<file path="src/rtl/cpu_ctrl_seq_if.sv">
// cpu_ctrl_seq_if: sequencer bus bundle.
// The master side (clock generator / IR / accumulator) supplies the step enable,
// the opcode and the zero flag. The slave side (the sequencer) returns the
// registered control strobes and the debug state index.
interface cpu_ctrl_seq_if #(
    parameter int OPW = 3
);
    logic           ena;
    logic [OPW-1:0] opcode;
    logic           zero;
    logic           inc_pc;
    logic           load_pc;
    logic           load_ir;
    logic           load_acc;
    logic           rd;
    logic           wr;
    logic           datactl_ena;
    logic           halt;
    logic [2:0]     state;

    modport master (
        output ena, opcode, zero,
        input  inc_pc, load_pc, load_ir, load_acc, rd, wr, datactl_ena, halt, state
    );

    modport slave (
        input  ena, opcode, zero,
        output inc_pc, load_pc, load_ir, load_acc, rd, wr, datactl_ena, halt, state
    );
endinterface

</file>
<file path="src/rtl/cpu_ctrl_seq.sv">
// cpu_ctrl_seq: 8-state instruction-cycle sequencer for the RISC CPU.
// Each enabled edge advances S0..S7 (wrapping). All strobes are registered and
// decoded from the state being entered, using the opcode and zero flag that are
// present at that edge.
// Optional build macro CTRL_STICKY_HALT_EN: HLT in S3 freezes the sequencer in
// S3 with halt held high until rst. Without it, halt is a one-state pulse.
module cpu_ctrl_seq #(
    parameter int OPW = 3
) (
    input  logic          clk,
    input  logic          rst,
    cpu_ctrl_seq_if.slave bus
);
    typedef enum logic [2:0] {S0, S1, S2, S3, S4, S5, S6, S7} state_t;

    localparam logic [OPW-1:0] OP_HLT = 3'b000;
    localparam logic [OPW-1:0] OP_SKZ = 3'b001;
    localparam logic [OPW-1:0] OP_ADD = 3'b010;
    localparam logic [OPW-1:0] OP_AND = 3'b011;
    localparam logic [OPW-1:0] OP_XOR = 3'b100;
    localparam logic [OPW-1:0] OP_LDA = 3'b101;
    localparam logic [OPW-1:0] OP_STO = 3'b110;
    localparam logic [OPW-1:0] OP_JMP = 3'b111;

    // Strobe vector order: {halt, datactl_ena, wr, rd, load_acc, load_ir, load_pc, inc_pc}
    function automatic logic [7:0] decode(input state_t s, input logic [OPW-1:0] op,
                                          input logic z);
        logic alu;
        logic sto;
        logic jmp;
        logic skz;
        logic [7:0] v;
        alu = (op == OP_ADD) || (op == OP_AND) || (op == OP_XOR) || (op == OP_LDA);
        sto = (op == OP_STO);
        jmp = (op == OP_JMP);
        skz = (op == OP_SKZ) && z;
        v   = 8'b0;
        case (s)
            S0: v = 8'b0001_0100;
            S1: v = 8'b0001_0101;
            S2: v = 8'b0000_0000;
            S3: v = {(op == OP_HLT), 7'b000_0001};
            S4: v = {1'b0, sto, 1'b0, alu, 2'b00, jmp, 1'b0};
            S5: v = {1'b0, sto, sto, alu, alu, 1'b0, jmp, jmp | skz};
            S6: v = {1'b0, sto, 1'b0, alu, 4'b0000};
            S7: v = {7'b000_0000, skz};
            default: v = 8'b0;
        endcase
        return v;
    endfunction

    state_t st;
    state_t st_nxt;

    assign st_nxt    = state_t'(st + 3'd1);
    assign bus.state = st;

    // Sequencer state and registered control strobes.
    always_ff @(posedge clk or posedge rst) begin
        if (rst) begin
            st <= S7;
            {bus.halt, bus.datactl_ena, bus.wr, bus.rd,
             bus.load_acc, bus.load_ir, bus.load_pc, bus.inc_pc} <= 8'b0;
`ifdef CTRL_STICKY_HALT_EN
        end else if (bus.halt) begin
            // Frozen after HLT: hold S3, keep halt, drop every other strobe.
            st <= st;
            {bus.datactl_ena, bus.wr, bus.rd,
             bus.load_acc, bus.load_ir, bus.load_pc, bus.inc_pc} <= 7'b0;
`endif
        end else if (bus.ena) begin
            st <= st_nxt;
            {bus.halt, bus.datactl_ena, bus.wr, bus.rd,
             bus.load_acc, bus.load_ir, bus.load_pc, bus.inc_pc}
                <= decode(st_nxt, bus.opcode, bus.zero);
        end
    end
endmodule

</file>
<file path="src/flat_wrapper.sv">
// flat-port wrapper written by rule: the top's interface ports become plain ports
module cpu_ctrl_seq_flat 
#(
    parameter int OPW = 3
)
  (clk, rst, bus_ena, bus_opcode, bus_zero, bus_inc_pc, bus_load_pc, bus_load_ir, bus_load_acc, bus_rd, bus_wr, bus_datactl_ena, bus_halt, bus_state);
  cpu_ctrl_seq_if #(.OPW(OPW)) bus_i ();
  input  logic clk;
  input  logic rst;
  input wire logic [$bits(bus_i.ena)-1:0] bus_ena;
  input wire logic [$bits(bus_i.opcode)-1:0] bus_opcode;
  input wire logic [$bits(bus_i.zero)-1:0] bus_zero;
  output wire logic [$bits(bus_i.inc_pc)-1:0] bus_inc_pc;
  output wire logic [$bits(bus_i.load_pc)-1:0] bus_load_pc;
  output wire logic [$bits(bus_i.load_ir)-1:0] bus_load_ir;
  output wire logic [$bits(bus_i.load_acc)-1:0] bus_load_acc;
  output wire logic [$bits(bus_i.rd)-1:0] bus_rd;
  output wire logic [$bits(bus_i.wr)-1:0] bus_wr;
  output wire logic [$bits(bus_i.datactl_ena)-1:0] bus_datactl_ena;
  output wire logic [$bits(bus_i.halt)-1:0] bus_halt;
  output wire logic [$bits(bus_i.state)-1:0] bus_state;
  assign bus_i.ena = bus_ena;
  assign bus_i.opcode = bus_opcode;
  assign bus_i.zero = bus_zero;
  assign bus_inc_pc = bus_i.inc_pc;
  assign bus_load_pc = bus_i.load_pc;
  assign bus_load_ir = bus_i.load_ir;
  assign bus_load_acc = bus_i.load_acc;
  assign bus_rd = bus_i.rd;
  assign bus_wr = bus_i.wr;
  assign bus_datactl_ena = bus_i.datactl_ena;
  assign bus_halt = bus_i.halt;
  assign bus_state = bus_i.state;
  cpu_ctrl_seq #(.OPW(OPW)) u_core (.clk(clk), .rst(rst), .bus(bus_i));
endmodule
</file>
<file path="config.mk">
export PLATFORM = sky130hd
export DESIGN_NAME = cpu_ctrl_seq_flat
export DESIGN_NICKNAME = d
export VERILOG_FILES = /design/src/rtl/cpu_ctrl_seq_if.sv /design/src/rtl/cpu_ctrl_seq.sv /design/src/flat_wrapper.sv
export SDC_FILE = /design/constraint.sdc
export NUM_CORES = 1
export LEC_CHECK = 0
export CAP_MARGIN = 10
export CORE_MARGIN = 4
export CORE_UTILIZATION = 47
export CTS_BUF_LIST = sky130_fd_sc_hd__clkbuf_4
export CTS_CLUSTER_DIAMETER = 150
export CTS_CLUSTER_SIZE = 30
export DETAILED_ROUTE_END_ITERATION = 10
export HOLD_SLACK_MARGIN = 0.12
export PLACE_DENSITY = 0.91
export SLEW_MARGIN = 20
export SYNTH_ARGS = -nofsm -noshare
export SYNTH_HDL_FRONTEND = slang
export SYNTH_SLANG_ARGS = --single-unit
</file>
<file path="constraint.sdc">
create_clock -name clk -period 2.3 [get_ports clk]
set_clock_uncertainty 0.05 [all_clocks]
set_input_delay 0.46 -clock clk [delete_from_list [all_inputs] [get_ports clk]]
set_output_delay 0.46 -clock clk [all_outputs]
set_load 0.01 [all_outputs]
</file>
==> impl_metrics.json <==
{
  "cts-root-buf": "clkbuf_4",
  "layout-drive-gt1-share_pct": 15.2,
  "cts.sinks": 11,
  "cts_tree": "done",
  "fin_ws_ps": 367,
  "tightest_slew_ps": 403,
  "grt_overflow": 0,
  "timing.fmax_mhz": 517,
  "max-slew-margin-rel_pct": 73.1,
  "cp_data_arrival_time_ps": 1420,
  "rr_worst_depth": 4,
  "pre_cts_ws_ps": 461,
  "fillCellCount": 96,
  "antenna_left": 0,
  "max_cap_violations": 0,
  "yosys-top-cells-area": "dfrtp_1 33%, dfstp_2 13%, ha_1 10%",
  "chipWidth_um": 44.0,
  "die_h_um": 44.0,
  "via_per_inst": 5.46,
  "clk_path_buf_depth": 2,
  "synth_edf_count": 0,
  "post-cts-setup-buffers": 0,
  "crit_cells": 1,
  "clk_pin_slew_worst_paths_ps": 70,
  "drtPass1Iterations": 3,
  "place_hpwl_um": 1070,
  "slew_viol_final": 0,
  "core_area_sq_um": 1160,
  "utilization_pct": 71.6,
  "antenna_found_initial": 0,
  "worstPathRequired_ps": 1790,
  "place_congestion": 0.764,
  "crit_chain": "clkdlybuf4s50_1",
  "regToRegEndpoint": "u_core.bus.datactl_ena",
  "fin_crit_sh_pct": 84.0,
  "yosysUniqueCellTypes": 27,
  "io_buffers": 17,
  "grt.total_usage_pct": 17.4,
  "hold_path_class": "in -> async",
  "tns_ps": 0,
  "io_pins": 18,
  "routed_wl_um": 1390,
  "cts-resized-gates": 0,
  "rows": 12,
  "timing.rr.start": "u_core.bus.state[0]",
  "grt_max_degree": 12,
  "routedWlPerCell_um": 14.9,
  "num_vias": 508,
  "crit_buf_inv": 1,
  "final_common_cell": "clkdlybuf4s50_1",
  "cpMaxStageDelayCell": "dfstp_2",
  "hold_buffers": 0,
  "crit_start": "u_core.bus.state[2]",
  "synthArstFlopShare_pct": 100,
  "critPathLaunchType": "flop",
  "clk_latency_ps": 270,
  "fin_crit_ps": 1930,
  "fin_nets": 92,
  "ys.flop_type": "dfrtp_1",
  "crit_family": "flip-flops",
  "setup-violations-final": 0,
  "area_growth_syn_to_layout_pct": 35.9,
  "drt_iter0_drc": 4,
  "avgSynthCellArea_sq_um": 10.5,
  "crit_end": "bus_state[2]",
  "design.die.area_sq_um": 1940,
  "rsz0062_at_grt": "false",
  "final-hold-violation-count": 0,
  "outcome": "finished, final reports clean",
  "grt_pass1_wl_um": 2350,
  "final_cell_mix": "17 x clkdlybuf4s50_1, 8 x dfrtp_1, 5 x inv_1, 5 x o21ai_0, 5 x ha_1",
  "synth_seq_cells": 11,
  "criticalPathCategory": "reg -> out",
  "path_max_fanout": 4,
  "peakVddDrop_uv": 877,
  "antenna_cells": 0,
  "htreeDepth": 1,
  "pwr_density_cell_nw_per_um2": 1180,
  "initial_core_util_pct": 52.7,
  "grt_pass1_vias": 515,
  "synth_top_area_share_pct": 32.9,
  "yosysTopAreaCell": "dfrtp_1",
  "yosysSeqAreaShare_pct": 45.8,
  "syn_inst": 58,
  "cts_made_buffers": 3,
  "r2r_setup_slack_ps": 530,
  "synth.cell_area_sq_um": 609,
  "finalPower_uw": 981,
  "yosys_warnings": 0,
  "end_kind": "output port",
  "p_leak_uw": 0.000372,
  "cpPeakStageDelay_ps": 590,
  "synth_nets": 70,
  "drc_errors": 0
}
## how the worst min path moves through the flow
stage / from / endpoint / slack, ps / depth (start not counted)
after floorplan: rst / u_core.bus.datactl_ena / 260 / 1
after global placement: u_core.bus.load_ir / u_core.bus.load_ir / 420 / 2
after detailed placement: u_core.bus.datactl_ena / u_core.bus.datactl_ena / 440 / 1
after CTS: rst / u_core.bus.load_pc / 440 / 2
after global routing: rst / u_core.bus.load_ir / 460 / 2
final: rst / u_core.bus.load_acc / 420 / 2
## layer usage
layer | vias to the layer above | global-route usage, % | wire length, um
met5 | - | 0 | 0
met1 | 241 | 19.3 | 572
met4 | 0 | 12.7 | 53
met3 | 7 | 3.73 | 59
met2 | 14 | 28.8 | 700
li1 | 246 | - | -
## final cells by class
type,count,area [sq um],share of cell area (%)
clock buffers,3,22.5,2.72
clock inverters,1,5.00,0.604
inverters,5,18.8,2.27
multi-input cells,41,308,37.2
flip-flops and latches,11,279,33.7
well taps,14,17.5,2.11
repair buffers,18,178,21.5
## worst reg2reg max path, stage by stage (launching register included)
cell     delay, ps
dfstp_2        590
inv_1           80
ha_1           290
or3_1          390
a32o_2         270
## cells by family after synthesis
logic type,after synthesis,synth area share (%)
AOI/OAI and AO/OA,14,16.2
and+or+nand+nor,17,15.6
xor gates and xnor gates,5,8.42
buffers and inverters,6,3.70
adders and majority gates,5,10.3
DFF,11,45.8
## sequential cells by signal (all words and copies together) (netlist names)
signal / flops
u_core.bus.datactl_ena: 1
u_core.bus.load_acc: 1
u_core.bus.state: 3
u_core.bus.load_ir: 1
u_core.bus.wr: 1
u_core.bus.load_pc: 1
u_core.bus.rd: 1
u_core.bus.inc_pc: 1
u_core.bus.halt: 1
## through the flow
stage	instance area, sq um	hold slack [ps]	std cells
after floorplan	609	260	58
after global placement	801	418	89
after detailed placement	801	441	89
after CTS	828	441	93
after global routing	828	464	93
final	828	423	93
## synthesized netlist by cell type (2+ instances only)
cell type and instances:
dfrtp_1 8, ha_1 5, inv_1 5, o21ai_0 5, nand2_1 4, nor2_1 4
dfstp_2 3, a211oi_1 2, a22o_1 2, xnor2_1 2, xor2_1 2
## power breakdown
part           total (uW)  internal, uW  switching [uW]
logic                 499           261             238
clock network         134          64.6            69.8
registers             348           281            66.7
Note: power is estimated with default switching activity, not from simulation.
